===== src/rtl/tft_fb_pkg.sv =====
// Shared framebuffer definitions: RAM geometry and the read-response routing tag.
package tft_fb_pkg;

  localparam int FB_ADDR_W = 16;
  localparam int FB_DATA_W = 8;

  typedef enum logic [1:0] {
    TAG_NONE = 2'd0,
    TAG_DISP = 2'd1,
    TAG_HOST = 2'd2
  } rsp_tag_t;

endpackage : tft_fb_pkg


===== src/rtl/tft_fb_port_arbiter_if.sv =====
// Bundle of the DISP/HOST requester handshakes and the framebuffer RAM port.
// The slave modport is the arbiter's view; master is the surrounding system.
interface tft_fb_port_arbiter_if
  import tft_fb_pkg::*;
#(
  parameter int ADDR_W = FB_ADDR_W,
  parameter int DATA_W = FB_DATA_W
);

  logic              disp_req;
  logic [ADDR_W-1:0] disp_addr;
  logic              disp_gnt;
  logic              disp_rvalid;
  logic [DATA_W-1:0] disp_rdata;

  logic              host_req;
  logic              host_we;
  logic [ADDR_W-1:0] host_addr;
  logic [DATA_W-1:0] host_wdata;
  logic              host_gnt;
  logic              host_rvalid;
  logic [DATA_W-1:0] host_rdata;

  logic [ADDR_W-1:0] mem_address;
  logic              mem_chipselect;
  logic              mem_write;
  logic [DATA_W-1:0] mem_writedata;
  logic              mem_clken;
  logic [DATA_W-1:0] mem_readdata;

  modport slave (
    input  disp_req, disp_addr,
    output disp_gnt, disp_rvalid, disp_rdata,
    input  host_req, host_we, host_addr, host_wdata,
    output host_gnt, host_rvalid, host_rdata,
    output mem_address, mem_chipselect, mem_write, mem_writedata, mem_clken,
    input  mem_readdata
  );

  modport master (
    output disp_req, disp_addr,
    input  disp_gnt, disp_rvalid, disp_rdata,
    output host_req, host_we, host_addr, host_wdata,
    input  host_gnt, host_rvalid, host_rdata,
    input  mem_address, mem_chipselect, mem_write, mem_writedata, mem_clken,
    output mem_readdata
  );

endinterface : tft_fb_port_arbiter_if


===== src/rtl/tft_fb_port_arbiter.sv =====
// Fixed-priority (DISP first) arbiter for one framebuffer RAM port, with a HOST
// starvation guard and a one-deep response tag that steers read data to its requester.
module tft_fb_port_arbiter
  import tft_fb_pkg::*;
#(
  parameter int ADDR_W     = FB_ADDR_W,
  parameter int DATA_W     = FB_DATA_W,
  parameter int MAX_STARVE = 8
) (
  input  logic                  clk,
  input  logic                  reset_n,
  tft_fb_port_arbiter_if.slave  bus
);

  localparam logic [7:0] MAX_CNT = 8'(MAX_STARVE);

  rsp_tag_t          rsp_tag_reg,     rsp_tag_next;
  logic [7:0]        starve_cnt_reg,  starve_cnt_next;
  logic [ADDR_W-1:0] addr_hold_reg;
  logic [DATA_W-1:0] wdata_hold_reg;
  logic [DATA_W-1:0] disp_rdata_reg;
  logic [DATA_W-1:0] host_rdata_reg;

  always_ff @(posedge clk or negedge reset_n) begin
    if (!reset_n) begin
      rsp_tag_reg    <= TAG_NONE;
      starve_cnt_reg <= 8'd0;
      addr_hold_reg  <= '0;
      wdata_hold_reg <= '0;
      disp_rdata_reg <= '0;
      host_rdata_reg <= '0;
    end else begin
      rsp_tag_reg    <= rsp_tag_next;
      starve_cnt_reg <= starve_cnt_next;
      addr_hold_reg  <= bus.mem_address;
      wdata_hold_reg <= bus.mem_writedata;
      disp_rdata_reg <= bus.disp_rdata;
      host_rdata_reg <= bus.host_rdata;
    end
  end

  always_comb begin
    bus.disp_gnt    = 1'b0;
    bus.host_gnt    = 1'b0;
    starve_cnt_next = starve_cnt_reg;
    rsp_tag_next    = TAG_NONE;

    // Grants are masked while reset is asserted so the RAM port stays idle.
    if (reset_n) begin
      if ((starve_cnt_reg == MAX_CNT) && bus.host_req) begin
        bus.host_gnt    = 1'b1;
        starve_cnt_next = 8'd0;
      end else if (bus.disp_req) begin
        bus.disp_gnt = 1'b1;
        if (bus.host_req)
          starve_cnt_next = (starve_cnt_reg == MAX_CNT) ? MAX_CNT : starve_cnt_reg + 8'd1;
        else
          starve_cnt_next = 8'd0;
      end else if (bus.host_req) begin
        bus.host_gnt    = 1'b1;
        starve_cnt_next = 8'd0;
      end
    end

    if (bus.disp_gnt)
      rsp_tag_next = TAG_DISP;
    else if (bus.host_gnt && !bus.host_we)
      rsp_tag_next = TAG_HOST;

    bus.mem_chipselect = bus.disp_gnt | bus.host_gnt;
    bus.mem_write      = bus.host_gnt & bus.host_we;
    bus.mem_clken      = reset_n;
    bus.mem_address    = bus.disp_gnt ? bus.disp_addr :
                         bus.host_gnt ? bus.host_addr : addr_hold_reg;
    bus.mem_writedata  = bus.mem_chipselect ? bus.host_wdata : wdata_hold_reg;

    // RAM q is unregistered, so the tag captured at the grant edge selects the reader now.
    bus.disp_rvalid = (rsp_tag_reg == TAG_DISP);
    bus.host_rvalid = (rsp_tag_reg == TAG_HOST);
    bus.disp_rdata  = bus.disp_rvalid ? bus.mem_readdata : disp_rdata_reg;
    bus.host_rdata  = bus.host_rvalid ? bus.mem_readdata : host_rdata_reg;
  end

endmodule : tft_fb_port_arbiter


===== src/flat_wrapper.sv =====
// flat-port wrapper written by rule: the top's interface ports become plain ports
module tft_fb_port_arbiter_flat import tft_fb_pkg::*;
#(
  parameter int ADDR_W     = FB_ADDR_W,
  parameter int DATA_W     = FB_DATA_W,
  parameter int MAX_STARVE = 8
)
  (clk, reset_n, bus_disp_req, bus_disp_addr, bus_disp_gnt, bus_disp_rvalid, bus_disp_rdata, bus_host_req, bus_host_we, bus_host_addr, bus_host_wdata, bus_host_gnt, bus_host_rvalid, bus_host_rdata, bus_mem_address, bus_mem_chipselect, bus_mem_write, bus_mem_writedata, bus_mem_clken, bus_mem_readdata);
  tft_fb_port_arbiter_if #(.ADDR_W(ADDR_W), .DATA_W(DATA_W)) bus_i ();
  input  logic clk;
  input  logic reset_n;
  input wire logic [$bits(bus_i.disp_req)-1:0] bus_disp_req;
  input wire logic [$bits(bus_i.disp_addr)-1:0] bus_disp_addr;
  output wire logic [$bits(bus_i.disp_gnt)-1:0] bus_disp_gnt;
  output wire logic [$bits(bus_i.disp_rvalid)-1:0] bus_disp_rvalid;
  output wire logic [$bits(bus_i.disp_rdata)-1:0] bus_disp_rdata;
  input wire logic [$bits(bus_i.host_req)-1:0] bus_host_req;
  input wire logic [$bits(bus_i.host_we)-1:0] bus_host_we;
  input wire logic [$bits(bus_i.host_addr)-1:0] bus_host_addr;
  input wire logic [$bits(bus_i.host_wdata)-1:0] bus_host_wdata;
  output wire logic [$bits(bus_i.host_gnt)-1:0] bus_host_gnt;
  output wire logic [$bits(bus_i.host_rvalid)-1:0] bus_host_rvalid;
  output wire logic [$bits(bus_i.host_rdata)-1:0] bus_host_rdata;
  output wire logic [$bits(bus_i.mem_address)-1:0] bus_mem_address;
  output wire logic [$bits(bus_i.mem_chipselect)-1:0] bus_mem_chipselect;
  output wire logic [$bits(bus_i.mem_write)-1:0] bus_mem_write;
  output wire logic [$bits(bus_i.mem_writedata)-1:0] bus_mem_writedata;
  output wire logic [$bits(bus_i.mem_clken)-1:0] bus_mem_clken;
  input wire logic [$bits(bus_i.mem_readdata)-1:0] bus_mem_readdata;
  assign bus_i.disp_req = bus_disp_req;
  assign bus_i.disp_addr = bus_disp_addr;
  assign bus_disp_gnt = bus_i.disp_gnt;
  assign bus_disp_rvalid = bus_i.disp_rvalid;
  assign bus_disp_rdata = bus_i.disp_rdata;
  assign bus_i.host_req = bus_host_req;
  assign bus_i.host_we = bus_host_we;
  assign bus_i.host_addr = bus_host_addr;
  assign bus_i.host_wdata = bus_host_wdata;
  assign bus_host_gnt = bus_i.host_gnt;
  assign bus_host_rvalid = bus_i.host_rvalid;
  assign bus_host_rdata = bus_i.host_rdata;
  assign bus_mem_address = bus_i.mem_address;
  assign bus_mem_chipselect = bus_i.mem_chipselect;
  assign bus_mem_write = bus_i.mem_write;
  assign bus_mem_writedata = bus_i.mem_writedata;
  assign bus_mem_clken = bus_i.mem_clken;
  assign bus_i.mem_readdata = bus_mem_readdata;
  tft_fb_port_arbiter #(.ADDR_W(ADDR_W), .DATA_W(DATA_W), .MAX_STARVE(MAX_STARVE)) u_core (.clk(clk), .reset_n(reset_n), .bus(bus_i));
endmodule

===== config.mk =====
export PLATFORM = sky130hd
export DESIGN_NAME = tft_fb_port_arbiter_flat
export DESIGN_NICKNAME = d
export VERILOG_FILES = /design/src/rtl/tft_fb_pkg.sv /design/src/rtl/tft_fb_port_arbiter_if.sv /design/src/rtl/tft_fb_port_arbiter.sv /design/src/flat_wrapper.sv
export SDC_FILE = /design/constraint.sdc
export NUM_CORES = 1
export LEC_CHECK = 0
export CAP_MARGIN = 20
export CORE_MARGIN = 5
export CORE_UTILIZATION = 45
export CTS_BUF_LIST = sky130_fd_sc_hd__clkbuf_2
export DETAILED_ROUTE_END_ITERATION = 16
export GPL_TIMING_DRIVEN = 0
export PLACE_DENSITY = 0.86
export SKIP_LAST_GASP = 1
export SLEW_MARGIN = 20
export SYNTH_ARGS = -nofsm -noshare
export SYNTH_HDL_FRONTEND = slang
export SYNTH_SLANG_ARGS = --single-unit

===== constraint.sdc =====
create_clock -name clk -period 2.5 [get_ports clk]
set_input_delay 0.5 -clock clk [delete_from_list [all_inputs] [get_ports clk]]
set_output_delay 0.5 -clock clk [all_outputs]
set_load 0.05 [all_outputs]

==> run_results.csv, run 1 <==
group,metric,value,unit
global_routing,grtUsageMet1,0.263,
clocking,root_buffer,"clkbuf_2",
setup_path,critPathKind,"reg -> out",
clocking,htree_levels,2,
clocking,cts_buffers,5,
route,wl,7470,µm
run_status,outcome,"complete, but fails checks",
route,drtIter0Drc,151,
cells_and_area,finalNetCount,395,
sta,fin_ws,-231,ps
cells_and_area,final_core_util,0.726,
clocking,cts_tree,"yes",
synth,syn_area,2460,µm²
place,placedCellCount,382,
synth,ys_ff_latch,50,
clocking,clockBufferDepth,2,
global_routing,grt_pass1_vias,2362,
cells_and_area,antenna_cells,0,
hold_path,hold_path.class,"in -> async",
die,dieWidth,84.0,µm
cells_and_area,largest_reg_flops,16,
cells_and_area,fillers,386,
die,rows,27,
sta,hold_violations,0,
route,wire_per_inst,18.1,µm
global_routing,grt_max_degree,51,
power,leakage,0.00172,µW
global_routing,grt_use_met3,0.0434,
synth,synth_edf_count,0,
synth,syn_area_per_cell,11.7,µm²
sta,setup_violations,27,
route,ant_nets,0,
route,drtPass1Iterations,4,
sta,max_freq,366,MHz
synth,synth_top_cell_area_share,0.508,
clocking,clock-sinks,50,
sta,fin_crit_sh,1.09,
clocking,insertion_delay,430,ps
global_routing,grt-busiest-layer,"met2",
global_routing,antenna_found_initial,0,
place,dp_slack,-1090,ps
synth,yosys.area.top_type,"dfrtp_1",
place,place_congestion,0.809,
sta,rsz0062_at_grt,"true",
synth,synth_nets,266,
synth,ys_seq_area_frac,0.508,
synth,syn-instance-count,211,
global_routing,track_usage,0.200,
setup_path,crit_fanout,5,
cells_and_area,syn_to_final_growth,59.1,%
die,pin_count,100,
route,drt_drc_violations_left,0,
route,vias,2294,
global_routing,grt_use_met2,0.325,
clocking,path_clk_slew,250,ps
route,viasPerCell,5.55,
sta,worst_slew_pin_slew,510,ps
power,vdd_drop_max,0.000392,V
sta,hold_slack,34.0,ps
die,die_area,7060,µm²
sta,relSlewSlack,0.655,
synth,synth_area_leaders,"dfrtp_1, o22a_1, mux2_2",
die,core_area,5410,µm²
synth,yosysUniqueCellTypes,38,
cells_and_area,drive_gt1_frac,0.375,
die,dieHeight,84.0,µm
die,initial_core_util,0.456,
setup_path,worstSetupStartpointType,"register",
setup_path,cp.required,2000,ps
cells_and_area,fin_cells,413,
sta,skew,11.5,ps
setup_path,worstSetupEndpointType,"primary output",
synth,synthArstFlopShare,1.00,
global_routing,grt_pass1_wl,11500,µm
global_routing,overflow,0,
flow_run,cap_violations,0,
place,portBuffers,99,
run_status,violations,"negative setup slack",
power,p_per_area,631,nW/µm²
synth,synth_ff_type,"dfrtp_1",
place,dp_hpwl,4560,µm
setup_path,worstPathArrival,2230,ps
synth,synth.yosys.warnings,0,
sta,drv_slew,0,
sta,fin_crit,2730,ps
-- cell usage in the layout (no fill, tap or decap), types with 3 or more instances in the layout --
cell and count:
clkdlybuf4s50_1 52, buf_12 3, o221a_4 11, o221a_1 5, clkbuf_2 15, o22a_1 32, nand2_1 28, mux2_2 16
clkbuf_4 3, inv_1 7, buf_4 30, dfrtp_1 49, nand3_1 6, buf_6 19, buf_8 3, buf_2 11
o21ai_0 4
-- cells by family (layout without fill, tap and decap cells) --
| group | count (synthesis) | after routing | share of synthesized area |
|---|---|---|---|
| and+or+nand+nor | 52 | 52 | 0.111 |
| adders and majority gates | 2 | 2 | 0.0102 |
| muxes | 17 | 17 | 0.0772 |
| DFF | 50 | 50 | 0.508 |
| AOI/OAI and AO/OA | 66 | 66 | 0.239 |
| buffers and inverters | 24 | 154 | 0.0553 |
-- cells in the mapped netlist (2+ instances only) --
cell type  count
dfrtp_1       50
o22a_1        32
nand2_1       29
mux2_2        16
o221a_1       16
clkbuf_1      10
inv_1          7
nand3_1        6
o21ai_0        4
a21oi_1        3
a32o_1         2
buf_12         2
buf_2          2
ha_1           2
nand4_1        2
nor2_1         2
nor2b_1        2
nor3_1         2
o21ai_1        2
or4_1          2
-- timing repair --
| item | CTS | global route |
|---|---|---|
| resized for setup | 241 | 49 |
| hold endpoints to repair | 50 | 0 |
| buffers inserted | 16 | 7 |
| pin swaps | 9 | 5 |
| hold buffers | 1 | 0 |
| endpoints found under the setup margin | 47 | 42 |
| gates cloned | 0 | 1 |
-- power breakdown --
| group | internal [µW] | switching (µW) |
|---|---|---|
| clock | 172 | 263 |
| sequential | 916 | 42.4 |
| combinational | 432 | 650 |
| total | 1520 | 956 |
-- final cells by class --
type / instances / area, µm² / area share
flip-flops and latches: 50 / 1250 / 0.319
multi-input cells: 137 / 1190 / 0.304
repair buffers: 124 / 1180 / 0.300
plain buffers: 14 / 110 / 0.0281
well taps: 72 / 90.1 / 0.0230
clock inverters: 2 / 37.5 / 0.00957
inverters: 8 / 32.5 / 0.00829
clock buffers: 6 / 30.0 / 0.00766
-- through the flow --
step           power, µW  cell area [µm²]  TNS [ps]
5_1_grt             2580             3920     -7380
3_3_place_gp        1960             3550   -168730
6_report            2480             3920     -4910
3_5_place_dp        1980             3550    -25820
2_1_floorplan       1610             2470         0
4_1_cts             2450             3830     -4750
-- worst max-delay path: stages (launching register included) --
cell     delay [ps]
dfrtp_2         490
nor4_4          300
and4_4          300
a21o_4          190
buf_12          130
o221a_1         220
buf_6           170
-- path summary, 6_finish.rpt --
kind                       slack (ps)                     start                        to  cells past startpoint
setup reg to reg                  560  u_core.starve_cnt_reg[4]  u_core.addr_hold_reg[11]                      7
min in group clk                  470                   reset_n  u_core.starve_cnt_reg[4]                      4
max in group asynchronous        2220                   reset_n  u_core.starve_cnt_reg[4]                      2
hold reg to reg                   510  u_core.wdata_hold_reg[7]  u_core.wdata_hold_reg[7]                      2
setup / recovery                 -230  u_core.starve_cnt_reg[4]       bus_mem_address[11]                      6
hold / removal                     30                   reset_n  u_core.starve_cnt_reg[0]                      2
-- metal layers --
metal / share of wire / wire, µm
met1: 0.45 / 3350
met3: 0.055 / 412
met4: 0.016 / 121
met5: 0 / 0
met2: 0.48 / 3590
No activity file was read; power rests on OpenSTA's default activity.
==> inputs of run 2 (changes only) <==
- HOLD_SLACK_MARGIN: unset -> 0.15
==> run 2 against run 1 <==
Compared with the run above:
- clock power grew 1%
- critical path depth is the same
- die area is the same
- critical path type unchanged
- routed wire length shrank 2.0%
- core utilization shrank 1.0 points
- worst setup slack lost 17 ps
- sequential share of layout area grew 0.45 points
- sequential cell count is the same
- the run still ends with negative setup slack left
==> run_results.csv, run 2 (synthesis results as in run 1) <==
group,metric,value,unit
cells_and_area,final_cell_mix,"clkdlybuf4s50_1, dfrtp_1, buf_4, o22a_1, nand2_1",
route,wire_per_inst,17.8,µm
sta,fin_ws,-248,ps
place,place_area,3550,µm²
die,core_area,5410,µm²
setup_path,worstPathArrival,2250,ps
place,portBuffers,99,
die,dieWidth,84.0,µm
clocking,path_clk_slew,250,ps
route,ant_nets,0,
global_routing,overflow,0,
sta,hold_violations,0,
route,wl_met3,385,µm
place,place_congestion,0.809,
cells_and_area,antenna_cells,0,
sta,fin_crit_sh,1.10,
run_status,violations,"negative setup slack",
route,wl,7320,µm
place,dp_hpwl,4560,µm
route,drt_drc_violations_left,0,
setup_path,worstSetupStartpointType,"register",
route,highest_layer,"met4",
cells_and_area,largest_reg_flops,16,
global_routing,grt_pass1_vias,2378,
cells_and_area,fin_area,3870,µm²
route,drtIter0Drc,126,
clocking,clock-sinks,50,
clocking,cts_tree,"yes",
sta,worst_slew_pin_slew,490,ps
sta,rsz0062_at_grt,"true",
global_routing,track_usage,0.200,
sta,hold_slack,446,ps
sta,setup_violations,27,
route,vias,2278,
global_routing,grt_max_degree,51,
place,dp_slack,-1090,ps
cells_and_area,drive_gt1_frac,0.365,
sta,fin_crit,2750,ps
global_routing,antenna_found_initial,0,
power,leakage,0.00170,µW
sta,drv_slew,0,
power,p_per_area,637,nW/µm²
die,pin_count,100,
sta,fin_setup_tns,-5230,ps
cells_and_area,syn_to_final_growth,56.9,%
clocking,root_buffer,"clkbuf_2",
route,viasPerCell,5.53,
setup_path,crit_fanout,10,
die,dieHeight,84.0,µm
cells_and_area,final_common_cell,"clkdlybuf4s50_1",
setup_path,cp.required,2000,ps
hold_path,hold_path.class,"in -> reg",
cells_and_area,finalNetCount,394,
clocking,cts_buffers,5,
die,initial_core_util,0.456,
route,wl_met2,3480,µm
setup_path,critPathKind,"reg -> out",
run_status,outcome,"complete, but fails checks",
clocking,htree_levels,2,
route,drtPass1Iterations,5,
sta,skew,6.15,ps
power,power,2460,µW
global_routing,grt_pass1_wl,11600,µm
route,wl_met1,3320,µm
clocking,insertion_delay,450,ps
die,rows,27,
power,vdd_drop_max,0.000341,V
clocking,clockBufferDepth,2,
sta,max_freq,364,MHz
flow_run,cap_violations,0,
setup_path,worstSetupEndpointType,"primary output",
die,die_area,7060,µm²
sta,relSlewSlack,0.669,
==> run 2: cell types whose count changed in the layout (fill, tap and decap cells not counted), moves of 2 or more <==
cell,previous run,this run
buf_6,19,17
o221a_4,11,9
buf_4,30,32
o221a_1,5,7
==> run 2: timing repair <==
| item | in CTS | in global routing |
|---|---|---|
| hold buffers | 2 | 0 |
| buffers inserted | 16 | 6 |
| endpoints found under the setup margin | 47 | 42 |
| cloned | 0 | 0 |
| hold endpoints to repair | 50 | 0 |
| pin swaps | 9 | 5 |
| resized for setup | 241 | 43 |
==> run 2: where the power goes <==
group	switching, µW	internal (µW)
Combinational	642	422
Sequential	40.9	916
Clock	269	172
==> run 2: layout make-up <==
| class | count | area [µm²] |
|---|---|---|
| clock buffer | 6 | 30.0 |
| tap | 72 | 90.1 |
| fill | 403 | 1540 |
| multi-input combinational | 137 | 1170 |
| sequential | 50 | 1250 |
| buffer | 14 | 113 |
| inverter | 8 | 30.0 |
| timing repair buffer | 123 | 1140 |
| clock inverter | 2 | 37.5 |
==> run 2: per-stage QoR <==
step / utilization / cells
final: 0.716 / 412
after global routing: 0.716 / 412
after CTS: 0.710 / 406
after detailed placement: 0.656 / 382
after global placement: 0.657 / 382
after floorplan: - / 211
==> run 2: worst paths after layout <==
kind | end | startpoint | slack, ps | depth (start not counted)
setup / recovery | bus_mem_address[10] | u_core.starve_cnt_reg[4] | -250 | 6
hold / removal | u_core.starve_cnt_reg[4] | reset_n | 450 | 4
setup reg to reg | u_core.addr_hold_reg[11] | u_core.starve_cnt_reg[4] | 560 | 7
hold reg to reg | u_core.wdata_hold_reg[7] | u_core.wdata_hold_reg[7] | 510 | 2
max in group asynchronous | u_core.starve_cnt_reg[4] | reset_n | 1630 | 3
min in group asynchronous | u_core.wdata_hold_reg[2] | reset_n | 660 | 3
==> run 2: metal layers <==
metal	track usage	vias to the layer above
met4	0.0716	0
li1	-	1068
met3	0.0434	16
met1	0.263	1099
met5	0	-
met2	0.326	95
==> run 2: critical path, cell delays in order, from the launching register on <==
cell and delay [ps]:
dfrtp_2 500, nor4_4 300, and4_4 300, a21o_4 160
buf_12 140, o221a_1 230, buf_6 170
